[src/rtl/vga_timing_if.sv]
// Video timing bundle: position counters plus sync/blank/frame markers
// describing a single pixel. The generator drives it, draw stages consume it.
interface vga_timing_if;
  logic [10:0] hcount_out;
  logic [10:0] vcount_out;
  logic        hsync_out;
  logic        vsync_out;
  logic        hblnk_out;
  logic        vblnk_out;
  logic        frame_start_out;

  modport master (
    output hcount_out,
    output vcount_out,
    output hsync_out,
    output vsync_out,
    output hblnk_out,
    output vblnk_out,
    output frame_start_out
  );

  modport slave (
    input hcount_out,
    input vcount_out,
    input hsync_out,
    input vsync_out,
    input hblnk_out,
    input vblnk_out,
    input frame_start_out
  );
endinterface

[src/rtl/vga_timing.sv]
// Free-running raster timing generator (1024x768@60 on 65 MHz by default).
// Every output is a register loaded from the decode of the *next* counter
// values, so counters, syncs, blanks and frame_start all describe the same
// pixel in the same cycle with no combinational path to the outputs.
module vga_timing #(
  parameter int   H_VISIBLE = 1024,
  parameter int   H_FRONT   = 24,
  parameter int   H_SYNC    = 136,
  parameter int   H_BACK    = 160,
  parameter int   V_VISIBLE = 768,
  parameter int   V_FRONT   = 3,
  parameter int   V_SYNC    = 6,
  parameter int   V_BACK    = 29,
  parameter logic HSYNC_POL = 1'b0,
  parameter logic VSYNC_POL = 1'b0
) (
  input  logic          pclk,
  input  logic          rst_n,
  vga_timing_if.master  vga
);

  localparam int H_TOTAL = H_VISIBLE + H_FRONT + H_SYNC + H_BACK;
  localparam int V_TOTAL = V_VISIBLE + V_FRONT + V_SYNC + V_BACK;

  localparam logic [10:0] H_LAST     = 11'(H_TOTAL - 1);
  localparam logic [10:0] V_LAST     = 11'(V_TOTAL - 1);
  localparam logic [10:0] H_VIS      = 11'(H_VISIBLE);
  localparam logic [10:0] V_VIS      = 11'(V_VISIBLE);
  localparam logic [10:0] HS_START   = 11'(H_VISIBLE + H_FRONT);
  localparam logic [10:0] HS_END     = 11'(H_VISIBLE + H_FRONT + H_SYNC);
  localparam logic [10:0] VS_START   = 11'(V_VISIBLE + V_FRONT);
  localparam logic [10:0] VS_END     = 11'(V_VISIBLE + V_FRONT + V_SYNC);

  logic [10:0] hcount;
  logic [10:0] vcount;
  logic        hsync;
  logic        vsync;
  logic        hblnk;
  logic        vblnk;
  logic        frame_start;

  logic [10:0] hcount_next;
  logic [10:0] vcount_next;
  logic        hsync_next;
  logic        vsync_next;
  logic        hblnk_next;
  logic        vblnk_next;
  logic        frame_start_next;

  // Next raster position and the decodes for that position.
  always_comb begin
    hcount_next = hcount;
    vcount_next = vcount;
    if (hcount == H_LAST) begin
      hcount_next = 11'd0;
      if (vcount == V_LAST) begin
        vcount_next = 11'd0;
      end else begin
        vcount_next = vcount + 11'd1;
      end
    end else begin
      hcount_next = hcount + 11'd1;
    end

    hblnk_next = (hcount_next >= H_VIS);
    vblnk_next = (vcount_next >= V_VIS);

    if ((hcount_next >= HS_START) && (hcount_next < HS_END)) begin
      hsync_next = HSYNC_POL;
    end else begin
      hsync_next = ~HSYNC_POL;
    end

    // Depends only on the line number, so it switches at hcount = 0.
    if ((vcount_next >= VS_START) && (vcount_next < VS_END)) begin
      vsync_next = VSYNC_POL;
    end else begin
      vsync_next = ~VSYNC_POL;
    end

    frame_start_next = (hcount_next == 11'd0) && (vcount_next == 11'd0);
  end

  // Register counters and decodes together; reset parks at (0,0) with no pulse.
  always_ff @(posedge pclk) begin
    if (!rst_n) begin
      hcount      <= 11'd0;
      vcount      <= 11'd0;
      hblnk       <= 1'b0;
      vblnk       <= 1'b0;
      hsync       <= ~HSYNC_POL;
      vsync       <= ~VSYNC_POL;
      frame_start <= 1'b0;
    end else begin
      hcount      <= hcount_next;
      vcount      <= vcount_next;
      hblnk       <= hblnk_next;
      vblnk       <= vblnk_next;
      hsync       <= hsync_next;
      vsync       <= vsync_next;
      frame_start <= frame_start_next;
    end
  end

  assign vga.hcount_out      = hcount;
  assign vga.vcount_out      = vcount;
  assign vga.hsync_out       = hsync;
  assign vga.vsync_out       = vsync;
  assign vga.hblnk_out       = hblnk;
  assign vga.vblnk_out       = vblnk;
  assign vga.frame_start_out = frame_start;

endmodule

[src/flat_wrapper.sv]
// flat-port wrapper written by rule: the top's interface ports become plain ports
module vga_timing_flat 
#(
  parameter int   H_VISIBLE = 1024,
  parameter int   H_FRONT   = 24,
  parameter int   H_SYNC    = 136,
  parameter int   H_BACK    = 160,
  parameter int   V_VISIBLE = 768,
  parameter int   V_FRONT   = 3,
  parameter int   V_SYNC    = 6,
  parameter int   V_BACK    = 29,
  parameter logic HSYNC_POL = 1'b0,
  parameter logic VSYNC_POL = 1'b0
)
  (pclk, rst_n, vga_hcount_out, vga_vcount_out, vga_hsync_out, vga_vsync_out, vga_hblnk_out, vga_vblnk_out, vga_frame_start_out);
  vga_timing_if vga_i ();
  input  logic pclk;
  input  logic rst_n;
  output wire logic [$bits(vga_i.hcount_out)-1:0] vga_hcount_out;
  output wire logic [$bits(vga_i.vcount_out)-1:0] vga_vcount_out;
  output wire logic [$bits(vga_i.hsync_out)-1:0] vga_hsync_out;
  output wire logic [$bits(vga_i.vsync_out)-1:0] vga_vsync_out;
  output wire logic [$bits(vga_i.hblnk_out)-1:0] vga_hblnk_out;
  output wire logic [$bits(vga_i.vblnk_out)-1:0] vga_vblnk_out;
  output wire logic [$bits(vga_i.frame_start_out)-1:0] vga_frame_start_out;
  assign vga_hcount_out = vga_i.hcount_out;
  assign vga_vcount_out = vga_i.vcount_out;
  assign vga_hsync_out = vga_i.hsync_out;
  assign vga_vsync_out = vga_i.vsync_out;
  assign vga_hblnk_out = vga_i.hblnk_out;
  assign vga_vblnk_out = vga_i.vblnk_out;
  assign vga_frame_start_out = vga_i.frame_start_out;
  vga_timing #(.H_VISIBLE(H_VISIBLE), .H_FRONT(H_FRONT), .H_SYNC(H_SYNC), .H_BACK(H_BACK), .V_VISIBLE(V_VISIBLE), .V_FRONT(V_FRONT), .V_SYNC(V_SYNC), .V_BACK(V_BACK), .HSYNC_POL(HSYNC_POL), .VSYNC_POL(VSYNC_POL)) u_core (.pclk(pclk), .rst_n(rst_n), .vga(vga_i));
endmodule
[config.mk]
export PLATFORM = sky130hd
export DESIGN_NAME = vga_timing_flat
export DESIGN_NICKNAME = d
export VERILOG_FILES = /design/src/rtl/vga_timing_if.sv /design/src/rtl/vga_timing.sv /design/src/flat_wrapper.sv
export SDC_FILE = /design/constraint.sdc
export NUM_CORES = 1
export LEC_CHECK = 0
export BUFFER_PORTS_ARGS = -buffer_cell sky130_fd_sc_hd__buf_2
export CORE_ASPECT_RATIO = 1.2
export CORE_MARGIN = 5
export CORE_UTILIZATION = 50
export DETAILED_ROUTE_END_ITERATION = 16
export PLACE_DENSITY = 0.73
export SETUP_SLACK_MARGIN = 0.02
export SYNTH_ARGS = -nofsm -noshare
export SYNTH_HDL_FRONTEND = slang
export SYNTH_SLANG_ARGS = --single-unit
[constraint.sdc]
create_clock -name pclk -period 3.2 [get_ports pclk]
set_clock_uncertainty 0.05 [all_clocks]
set_input_delay 0.64 -clock pclk [delete_from_list [all_inputs] [get_ports pclk]]
set_output_delay 0.64 -clock pclk [all_outputs]
set_load 0.01 [all_outputs]
=== Yosys cells after proc, flatten, opt, wreduce, memory -nomap -nowiden ===
Index checks and enable logic that the tools add are counted.
W data, S select, Z words.

* Add/subtract/negate cells: 2
* $mul: 0
* Divide/modulo/power cells: 0
* Magnitude comparators: 6
* Equal/unequal tests: 2
* Shift-type cells: 0
* Muxes and demuxes: 5
* Bitwise logic cells: 0
* Reduce and logical (&&, ||, !) cells: 5

{| class="wikitable"
|+ Operators by type and width
! operator !! count
|-
| $mux W11 || 3
|-
| $add A11 B1 Y11 const B || 2
|-
| $ge A11 B10 Y1 const B || 2
|-
| $ge A11 B11 Y1 const B || 2
|-
| $logic_not A11 Y1 || 2
|-
| $eq A11 B10 Y1 const B || 1
|-
| $eq A11 B11 Y1 const B || 1
|-
| $lt A11 B10 Y1 const B || 1
|-
| $lt A11 B11 Y1 const B || 1
|-
| $logic_and A1 B1 Y1 || 3
|-
| $mux W1 || 2
|}

* Register bits after elaboration: 27
* Latch bits: 0
* RAM bits: 0
* Memory bits (read-only): 0
* Bits of input ports: 2
* Output and inout bits: 27
* Memories kept: 0

=== Logic depth before layout (Yosys ltp) ===
Gate-level depths: netlist (run 1).

* Depth after elaboration: 6
* Mapped depth: 9
* Mapped depth without buffers: 8

=== Worst setup path after synthesis (run 1) ===
OpenSTA, ideal clock, no wires.

* Path kind: register to register
* Start: register u_core.hcount[0] (netlist: u_core.vga.hcount_out[0])
* End: register u_core.vsync (netlist: u_core.vga.vsync_out)
* Library setup time: 0.134 ns
* Arrival: 2.334 ns
* Required time: 3.016 ns
* Path slack: 0.682 ns
* Stages on the path, launching flop included: 9
* Path buffers: 2
* Clock period less this slack: 2.518 ns
* Cells stage by stage: dfxtp_1 -> ha_1 -> buf_4 -> nand3_4 -> or4_4 -> buf_6 -> o31ai_4 -> o2111ai_1 -> or4_1

* Cells in the longest elaborated chain, start to end: 5
* Elaborated cells on any way between the ends: 6
* Classes of those cells: order compare: 2; eq/ne: 1; mux: 2; reduce/logical: 1

{| class="wikitable"
|+ Ends and longest elaborated chain
! what !! line !! source
|-
| from (decl) || vga_timing.sv:34 || <nowiki>logic [10:0] hcount;</nowiki>
|-
| from (signal assigned) || vga_timing.sv:95 || <nowiki>hcount <= hcount_next;</nowiki>
|-
| $eq A11 B11 Y1 * || vga_timing.sv:54 || <nowiki>if (hcount == H_LAST) begin</nowiki>
|-
| $mux W11 * || vga_timing.sv:54 ||
|-
| $ge A11 B10 Y1 or $lt A11 B10 Y1 (tied branches) || vga_timing.sv:75 || <nowiki>if ((vcount_next >= VS_START) && (vcount_next < VS_END)) begin</nowiki>
|-
| $logic_and A1 B1 Y1 * || vga_timing.sv:75 ||
|-
| $mux W1 * || vga_timing.sv:75 ||
|-
| to (signal assigned) || vga_timing.sv:92 || <nowiki>vsync <= ~VSYNC_POL;</nowiki>
|-
| to (signal assigned) || vga_timing.sv:100 || <nowiki>vsync <= vsync_next;</nowiki>
|-
| to (decl) || vga_timing.sv:37 || <nowiki>logic vsync;</nowiki>
|}

Every way passes the cells marked *; elsewhere a longest branch is shown, timed or not.
A chain may end at the register's enable or synchronous reset.

=== Worst setup path after layout (run 1) ===
Same ends and word-level chain as after synthesis.

==> qor.csv, run 1 <==
metric;value;unit
status;finished, final reports clean;
synth.distinct_cells;57;
p_clk_share;32.6;%
ff2ff_setup_slack;380;ps
hold_path_startpoint;u_core.vga.hcount_out[0];
p_int;0.406;mW
drtPass1Iterations;5;
dr_wl_met2;2110;um
numPortBuffers;28;
hold_class;flop to flop;
synth_top_area_cell;dfxtp_1;
p_sw_share;22.5;%
cts_resized;0;
htree_levels;1;
worst_r2r_path_depth;7;
synth-seq-cells;26;
grt_overflow_total;0;
setup.worst_path.end_class;flop;
cts_tree;done;
clk_latency;330;ps
final_max_slew_viol_count;0;
relSlewSlack;71.8;%
n_antenna_cell;0;
hpwl;3040;um
syn_nets;207;
p_total;0.523;mW
leakage;0.684;nW
hold_end;u_core.vga.hcount_out[0];
worstPathCellList;ha_1 > nand3_4 > or4_4 > o31ai_1 > a21o_1 > o2111ai_1 > or4_1;
period_share;88.3;%
cts_root_buf;clkbuf_4;
fmaxAchievable;0.354;GHz
drive_gt1_share;20.6;%
cts_setup_buffers;0;
num_rows;22;
first_global_vias;1502;
startpoint_type;flop;
critical_path.max_stage_delay;600;ps
routed_wl;4070;um
cp.required;3370;ps
hold_viol_final;0;
critical_path_class;flop to flop;
grt_start_max_net_pins;22;
io_pins;29;
holdPathStages;1;
viasPerCell;6.05;
power.switching;0.118;mW
clkSinkCount;26;
core;0.00311;sq mm
mappedNetlistArea;0.00165;sq mm
ys_top_cells_by_count;dfxtp_1, nor2_1, nand2_1;
fin_crit;2820;ps
critPathSlowestCell;or4_4;
final.setup.tns;0;ps
place_congestion;0.902;
grt_pass1_wl;6890;um
antenna_found_initial;0;
seqPwrFrac;63.3;%
synth.avg_cell_area;8.17;sq um
setup_viol;0;
fp.dieW;62.4;um
power.density;288;mW/mm^2
drt-wirelength-per-cell;15.7;um
synth-async-reset-ratio;0;%
vias;1568;
synthFlopType;dfxtp_1;
critPathArrivalTime;3000;ps
initial_core_util;53.1;%
synth_top_area_share;31.5;%
die_h;72.9;um
m1WireLength;1740;um
hold_buffers;0;
ant_nets;0;
met3WireLength;154;um
drc_errors;0;
tightestPinTransition;419;ps
synth_edf_count;0;
routed.top_layer;met4;
area_delta_synth_final;10.0;%
ys_seq_area_share;31.5;%
critPathMaxFanout;12;
cap_violations;0;
dr.first_iter.drc_count;89;
synth.most_common_cell;dfxtp_1;
dieArea;0.00455;sq mm
cts_buffer_depth;2;
yosys-top-cells-area;dfxtp_1, xnor2_1, nor2_1, and2_1, o21ai_0;
reg2reg_from;u_core.vga.hcount_out[0];
cts-buffers-inserted;3;
grt_use_total;18.4;%
r2r_end;u_core.vga.vsync_out;
nNetsFinal;229;
rsz0062_at_grt;false;
clk_pin_slew;140;ps
synth_cells;202;
vdd_ir_drop_max;0.247;mV
ys.warnings.count;0;
comb_power_share;4.1;%
routing by layer:
metal	vias to the layer above	global-route usage, %
met5	-	0
met4	0	6.60
met3	7	3.24
met2	38	34.9
met1	747	20.5
li1	776	-
power by group through the flow:
stage          Sequential (mW)  Combinational (mW)  Clock (mW)
3_3_place_gp             0.338              0.0214           0
6_report                 0.331              0.0213       0.171
4_1_cts                  0.331              0.0213       0.174
2_1_floorplan            0.338              0.0161           0
5_1_grt                  0.333              0.0230       0.192
3_5_place_dp             0.339              0.0213           0
flip-flops by register name, indices dropped and copies added (netlist names):
register and flops:
u_core.vga.hsync_out 1, u_core.vga.vblnk_out 1, u_core.vga.hblnk_out 1, u_core.vga.vsync_out 1
u_core.vga.frame_start_out 1, u_core.vga.vcount_out 11, u_core.vga.hcount_out 10
layout make-up:
cell class                 count  area [sq um]
multi-input combinational    157          1020
timing repair buffer          33           178
inverter                       3          11.3
clock buffer                   4          36.3
tap                           36          45.0
fill                         304          1290
sequential                    26           520
cell usage in the layout, fill, tap and decap left out, drive strengths merged, types with 4 or more instances in the layout:
| cell type | Yosys | layout |
|---|---|---|
| a21oi | 4 | 4 |
| dfxtp | 26 | 26 |
| nand4 | 4 | 4 |
| and2 | 11 | 11 |
| nand2 | 17 | 17 |
| buf | 10 | 33 |
| or4 | 4 | 4 |
| xnor2 | 8 | 8 |
| o31ai | 6 | 6 |
| and3 | 4 | 4 |
| clkbuf | 6 | 4 |
| nand3 | 10 | 10 |
| nor4 | 5 | 5 |
| o21ai | 12 | 12 |
| nor2b | 7 | 7 |
| nor3 | 4 | 4 |
| xor2 | 4 | 4 |
| nor2 | 17 | 17 |
metrics by stage:
stage / hold slack [ps] / util (%) / area [sq um] / worst slack (ps) / std cells
floorplan: 427 / - / 1650 / 682 / 202
global placement: 398 / 57.2 / 1780 / 498 / 255
detailed placement: 414 / 57.2 / 1780 / 392 / 255
CTS: 446 / 58.4 / 1820 / 368 / 259
global route: 495 / 58.4 / 1820 / 204 / 259
finish: 438 / 58.4 / 1820 / 375 / 259
cells by family after synthesis:
group	count (synthesis)	share of synthesized area (%)
AOI/OAI and AO/OA	42	18.3
buffers and inverters	19	6.37
xor gates and xnor gates	12	6.37
adders and majority gates	3	2.27
DFF	26	31.5
muxes	1	0.682
and+or+nand+nor	99	34.4
worst max-delay path by stage:
stage                        startpoint                    to
6_report       u_core.vga.hcount_out[0]  u_core.vga.vsync_out
3_5_place_dp   u_core.vga.hcount_out[0]  u_core.vga.vsync_out
2_1_floorplan  u_core.vga.hcount_out[0]  u_core.vga.vsync_out
5_1_grt        u_core.vga.hcount_out[0]  u_core.vga.vsync_out
4_1_cts        u_core.vga.hcount_out[0]  u_core.vga.vsync_out
3_3_place_gp   u_core.vga.hcount_out[0]  u_core.vga.vsync_out
worst max-delay path, delay by kind of cell (launching register included):
kind	cells	cell delay, ps
adder cells (fa/ha/maj)	1	410
AO/OA/AOI/OAI	3	560
AND/OR/NAND/NOR	3	1290
flip-flops	1	410
No activity file was read; power rests on OpenSTA's default activity.
==> run 2, diff against run 1 <==
- PLACE_DENSITY: 0.73 -> 0.75
- SLEW_MARGIN: unset -> 15
- clock period: 3.2 -> 2.4 ns (I/O delays scaled with it)
==> run 2 against run 1 <==
Compared with the run above: sequential power is 33% higher; global-route usage grew 0.40 points; sequential share of layout area shrank 3.4 points; power grew 28%; flip-flop and latch count stayed put; setup slack lost 370 ps; critical path type unchanged; largest power group unchanged.
==> qor.csv, run 2 (synthesis gave the netlist of run 1 again) <==
metric;value;unit;change
vdd_ir_drop_max;0.306;mV;+24%
ff2ff_setup_slack;0.05;ps;-370 ps
status;finished, final reports clean;;
routed_wl;4200;um;+3.1%
area_delta_synth_final;26.5;%;
htree_levels;1;;unchanged
power.switching;0.151;mW;+29%
numPortBuffers;28;;unchanged
hold_end;u_core.vga.vcount_out[9];;
worst_r2r_path_depth;7;;unchanged
n_fill_cell;273;;-10%
grt_overflow_total;0;;unchanged
p_clk_share;28.5;%;-4.1 points
setup.worst_path.end_class;flop;;
vias;1686;;+7.5%
fin_crit;2400;ps;-425 ps
cts-buffers-inserted;3;;unchanged
core;0.00311;sq mm;unchanged
p_int;0.520;mW;+28%
grt_start_max_net_pins;16;;-27%
clk_latency;320;ps;about the same
n_antenna_cell;0;;unchanged
grt_pass1_wl;7090;um;+2.8%
initial_core_util;53.1;%;unchanged
drive_gt1_share;32.7;%;+12 points
dieArea;0.00455;sq mm;unchanged
period_share;100;%;+12 points
drt-wirelength-per-cell;14.6;um;-7.0%
reg2reg_from;u_core.vga.hcount_out[1];;
seqPwrFrac;65.6;%;+2.3 points
cts_tree;done;;
viasPerCell;5.87;;-3.0%
final_common_cell;buf_4;;
hold_class;primary input to flop;;
grt_use_total;18.8;%;+0.40 points
clk_pin_slew;140;ps;about the same
comb_power_share;5.9;%;+1.8 points
die_h;72.9;um;unchanged
critical_path_class;flop to flop;;
cap_violations;0;;unchanged
r2r_end;u_core.vga.vsync_out;;
power.density;322;mW/mm^2;+12%
num_rows;22;;unchanged
first_global_vias;1624;;+8.1%
leakage;0.831;nW;+21%
p_total;0.671;mW;+28%
setup_viol;0;;unchanged
p_sw_share;22.5;%;+0.049 points
startpoint_type;flop;;
relSlewSlack;66.4;%;-5.4 points
cts_root_buf;clkbuf_4;;
io_pins;29;;unchanged
cts_buffer_depth;2;;unchanged
final_max_slew_viol_count;0;;unchanged
cp.required;2560;ps;-810 ps
nNetsFinal;257;;+12%
ant_nets;0;;unchanged
hold_path_startpoint;rst_n;;
drtPass1Iterations;5;;unchanged
clkSinkCount;26;;unchanged
hold_viol_final;0;;unchanged
stdcell_count;287;;+11%
hpwl;3270;um;+7.7%
final_core_util;67.1;%;+8.7 points
dpl.cell_count;279;;+9.4%
drc_errors;0;;unchanged
place_congestion;0.885;;-1.9%
holdPathStages;2;;+1
critPathArrivalTime;2560;ps;-440 ps
tightestPinTransition;499;ps;+80.1 ps
final_cell_mix;buf_4, buf_2, dfxtp_1;;
antenna_found_initial;0;;unchanged
largest_reg_flops;11;;unchanged
fmaxAchievable;0.417;GHz;+18%
rsz0062_at_grt;true;;
fp.dieW;62.4;um;unchanged
critPathMaxFanout;7;;-5
dr.first_iter.drc_count;74;;-17%
==> run 2: cell count changes in the layout (fill, tap and decap cells not counted), sizes merged <==
cell,change
buf,+28
==> run 2: power by group through the flow <==
stage	Sequential, mW	Combinational [mW]	Clock [mW]
2_1_floorplan	0.452	0.0230	0
3_3_place_gp	0.450	0.0383	0
3_5_place_dp	0.450	0.0391	0
4_1_cts	0.441	0.0391	0.200
5_1_grt	0.442	0.0430	0.219
6_report	0.441	0.0394	0.191
==> run 2: area by class of cell <==
cell class	count	area, sq um	area share (%)
multi-input cells	157	1080	52.0
flip-flops and latches	26	528	25.3
repair buffers	61	392	18.8
well taps	36	45.0	2.16
clock buffers	4	26.3	1.26
inverters	3	11.3	0.540
==> run 2: per-stage QoR <==
stage	setup TNS (ps)	worst slack [ps]	cell area (sq um)	hold WS, ps
finish	0	0.0542	2090	404
global route	-132	-73.5	2090	391
CTS	0	27.5	2020	398
detailed placement	0	8.41	1990	483
global placement	0	65.2	1990	478
floorplan	0	22.8	1680	404
==> run 2: how the worst max path moves through the flow <==
stage,slack (ps),cells past startpoint,to,startpoint
6_report,0.05,7,u_core.vga.vsync_out,u_core.vga.hcount_out[1]
5_1_grt,-70,7,u_core.vga.vsync_out,u_core.vga.hcount_out[1]
4_1_cts,30,7,u_core.vga.vsync_out,u_core.vga.hcount_out[1]
3_5_place_dp,8,7,u_core.vga.vsync_out,u_core.vga.hcount_out[1]
3_3_place_gp,70,7,u_core.vga.vsync_out,u_core.vga.hcount_out[1]
2_1_floorplan,20,9,u_core.vga.vsync_out,u_core.vga.hcount_out[0]
==> run 2: worst max-delay path: stages (launching register included) <==
cell	delay [ps]
dfxtp_4	390
ha_4	140
nand3_4	100
or4_4	620
buf_6	160
o31ai_4	260
o2111ai_2	150
or4_1	410
==> run 2: layer usage <==
layer,share of wire (%),global-route usage [%]
met1,42,21.8
met5,0,0
met3,3.5,2.93
met4,2.6,9.67
met2,52,33.4
==> run 2: repair_timing <==
action                                  4_1_cts  5_1_grt
gates resized for setup                       0        9
endpoints found under the hold margin         0        0
setup buffers                                 1        3
pin swaps                                     1        3
endpoints found under the setup margin        1        2
hold buffers                                  0        0
==> run 3, diff against run 2 <==
- ABC_AREA: unset -> 1
- CORE_UTILIZATION: 50 -> 49
- GPL_ROUTABILITY_DRIVEN: unset -> 0
- REMOVE_ABC_BUFFERS: unset -> 1
==> run 3 against run 2 <==
Compared with the run above: critical path depth rose by 5; flip-flop and latch count did not move; critical endpoint unchanged; largest cell class unchanged; worst hold slack got worse by 69 ps; routed wire length fell by 13%; largest power group unchanged.
==> qor.csv, run 3 <==
metric;value;unit;change
status;finished, final reports clean;;
n_antenna_cell;0;;unchanged
io_pins;29;;unchanged
final_core_util;57.8;%;-9.3 points
cts_root_buf;clkbuf_4;;
dp_slack;272;ps;+264 ps
cts_buffer_depth;2;;unchanged
register_area;522;sq um;-1.2%
drt-wirelength-per-cell;11.6;um;-21%
grt_start_max_net_pins;21;;+5
antenna_found_initial;0;;unchanged
largest_reg_flops;11;;unchanged
setup.worst_path.end_class;flop;;
clk_pin_slew;150;ps;about the same
final_common_cell;nand2_1;;
multiInputGateArea;868;sq um;-20%
crit_end;u_core.vga.vsync_out;;
grt_overflow_total;0;;unchanged
startpoint_type;flop;;
fmaxAchievable;0.477;GHz;+15%
drive_gt1_share;16.2;%;-16 points
dieArea;0.00443;sq mm;-2.8%
cap_violations;0;;unchanged
fin_crit;2100;ps;-305 ps
vias;1601;;-5.0%
n_fill_cell;317;;+16%
numPortBuffers;28;;unchanged
reg2reg_from;u_core.vga.hcount_out[1];;
mappedNetlistArea;0.00156;sq mm;-5.2%
synth_top_area_cell;dfxtp_1;;
drc_errors;0;;unchanged
critical-path-top-delay-family;simple AND/OR/NAND/NOR gates;;
ff2ff_setup_slack;300;ps;+300 ps
synth_cells;252;;+25%
htree_levels;1;;unchanged
synthFlopType;dfxtp_1;;
grt_use_total;17.8;%;-1.0 points
synth-async-reset-ratio;0;%;unchanged
routed_wl;3640;um;-13%
vdd_ir_drop_max;0.280;mV;-8.5%
leakage;0.922;nW;+11%
cp.required;2600;ps;+40 ps
placed_area;0.00171;sq mm;-14%
hpwl;2850;um;-13%
hold_buffers;0;;unchanged
synth-seq-cells;26;;unchanged
first_global_vias;1476;;-9.1%
cts_tree;done;;
final_max_slew_viol_count;0;;unchanged
synth.avg_cell_area;6.21;sq um;-24%
ys_seq_area_share;33.3;%;+1.7 points
hold_class;primary input to flop;;
worst_r2r_path_depth;12;;+5
critPathMaxFanout;19;;+12
synth_edf_count;0;;unchanged
area_delta_synth_final;13.0;%;
grt_pass1_wl;6200;um;-13%
final.setup.tns;0;ps;unchanged
ys.warnings.count;0;;unchanged
initial_core_util;51.2;%;-1.9 points
synth.distinct_cells;25;;-56%
nNetsFinal;284;;+11%
cp.depth;12;;+5
cp_num_buf_inv;0;;-1
clk_latency;330;ps;about the same
final_cell_mix;nand2_1, nor2_1, inv_1;;
worstPathCellList;ha_1 > nand2_2 > nor2_2 > nand2_2 > nor2_8 > nor2_1 > nor2_1 > nand3_1 > nand2_1 > nand2_1 > nor2_1 > nand2_1;;
die_h;71.9;um;-1.4%
relSlewSlack;57.1;%;-9.3 points
setup_viol;0;;unchanged
power.density;434;mW/mm^2;+35%
final_area;0.00177;sq mm;-15%
critical_path.max_stage_delay;420;ps;-200 ps
dr.first_iter.drc_count;69;;-6.8%
drtPass1Iterations;4;;-1
cts_setup_buffers;0;;-1
core;0.00306;sq mm;-1.8%
critical_path_class;flop to flop;;
tightestPinTransition;642;ps;+143 ps
r2r_end;u_core.vga.vsync_out;;
ys_top_cells_by_count;nand2_1, nor2_1, inv_1;;
period_share;87.3;%;-13 points
clkSinkCount;26;;unchanged
fp.dieW;61.6;um;-1.4%
synth.most_common_cell;nand2_1;;
cp-startpoint;u_core.vga.hcount_out[1];;
critPathSlowestCell;dfxtp_1;;
num_rows;22;;unchanged
cts-buffers-inserted;3;;unchanged
synth_top_area_share;33.3;%;+1.7 points
p_total;0.768;mW;+14%
worst_slack;305;ps;+305 ps
yosys-top-cells-area;dfxtp_1, nand2_1, nor2_1, nand3_1, inv_1;;
critPathArrivalTime;2300;ps;-260 ps
hold_viol_final;0;;unchanged
cts_resized;0;;unchanged
viasPerCell;5.10;;-13%
rsz0062_at_grt;false;;
ant_nets;0;;unchanged
run 3: power by group:
group	internal (mW)	switching (mW)	total, mW
combinational	0.00699	0.0140	0.0210
sequential	0.436	0.00626	0.443
clock	0.169	0.135	0.304
total	0.612	0.155	0.768
run 3: metrics by stage:
stage,hold WS [ps],instances
2_1_floorplan,523,246
3_3_place_gp,495,310
3_5_place_dp,530,310
4_1_cts,325,314
5_1_grt,347,314
6_report,335,314
run 3: cell families (layout without fill, tap and decap cells):
family,after synthesis,in the layout,synth area share [%]
XOR/XNOR,4,4,2.24
buffers and inverters,43,69,11.2
adder cells (fa/ha/maj),3,3,2.40
AO/OA/AOI/OAI,7,7,2.48
AND/OR/NAND/NOR,169,169,48.4
flip-flops,26,26,33.3
run 3: worst min path at each step:
stage               cells past startpoint                      from                        to
finish                                  3                     rst_n  u_core.vga.hcount_out[1]
global route                            3                     rst_n  u_core.vga.hcount_out[1]
CTS                                     3                     rst_n  u_core.vga.hcount_out[1]
detailed placement                      1  u_core.vga.hcount_out[0]  u_core.vga.hcount_out[0]
global placement                        1  u_core.vga.hcount_out[0]  u_core.vga.hcount_out[0]
floorplan                               2                     rst_n  u_core.vga.hcount_out[1]
run 3: worst min-delay path, cell delays in order:
cell and delay, ps:
buf_2 130, nand2_1 60, inv_1 30
run 3: metal layers:
layer  share of wire (%)  GRT usage, %
met3                 5.3          2.31
met2                  48          28.8
met1                  44          23.3
met4                 2.0          7.55
met5                   0             0
run 3: area by class of cell:
type / count / area share, %
clock inverter: 1 / 1.70
sequential: 26 / 29.5
multi-input combinational: 183 / 49.2
clock buffer: 3 / 1.27
timing repair buffer: 28 / 7.93
tap: 36 / 2.55
inverter: 37 / 7.86
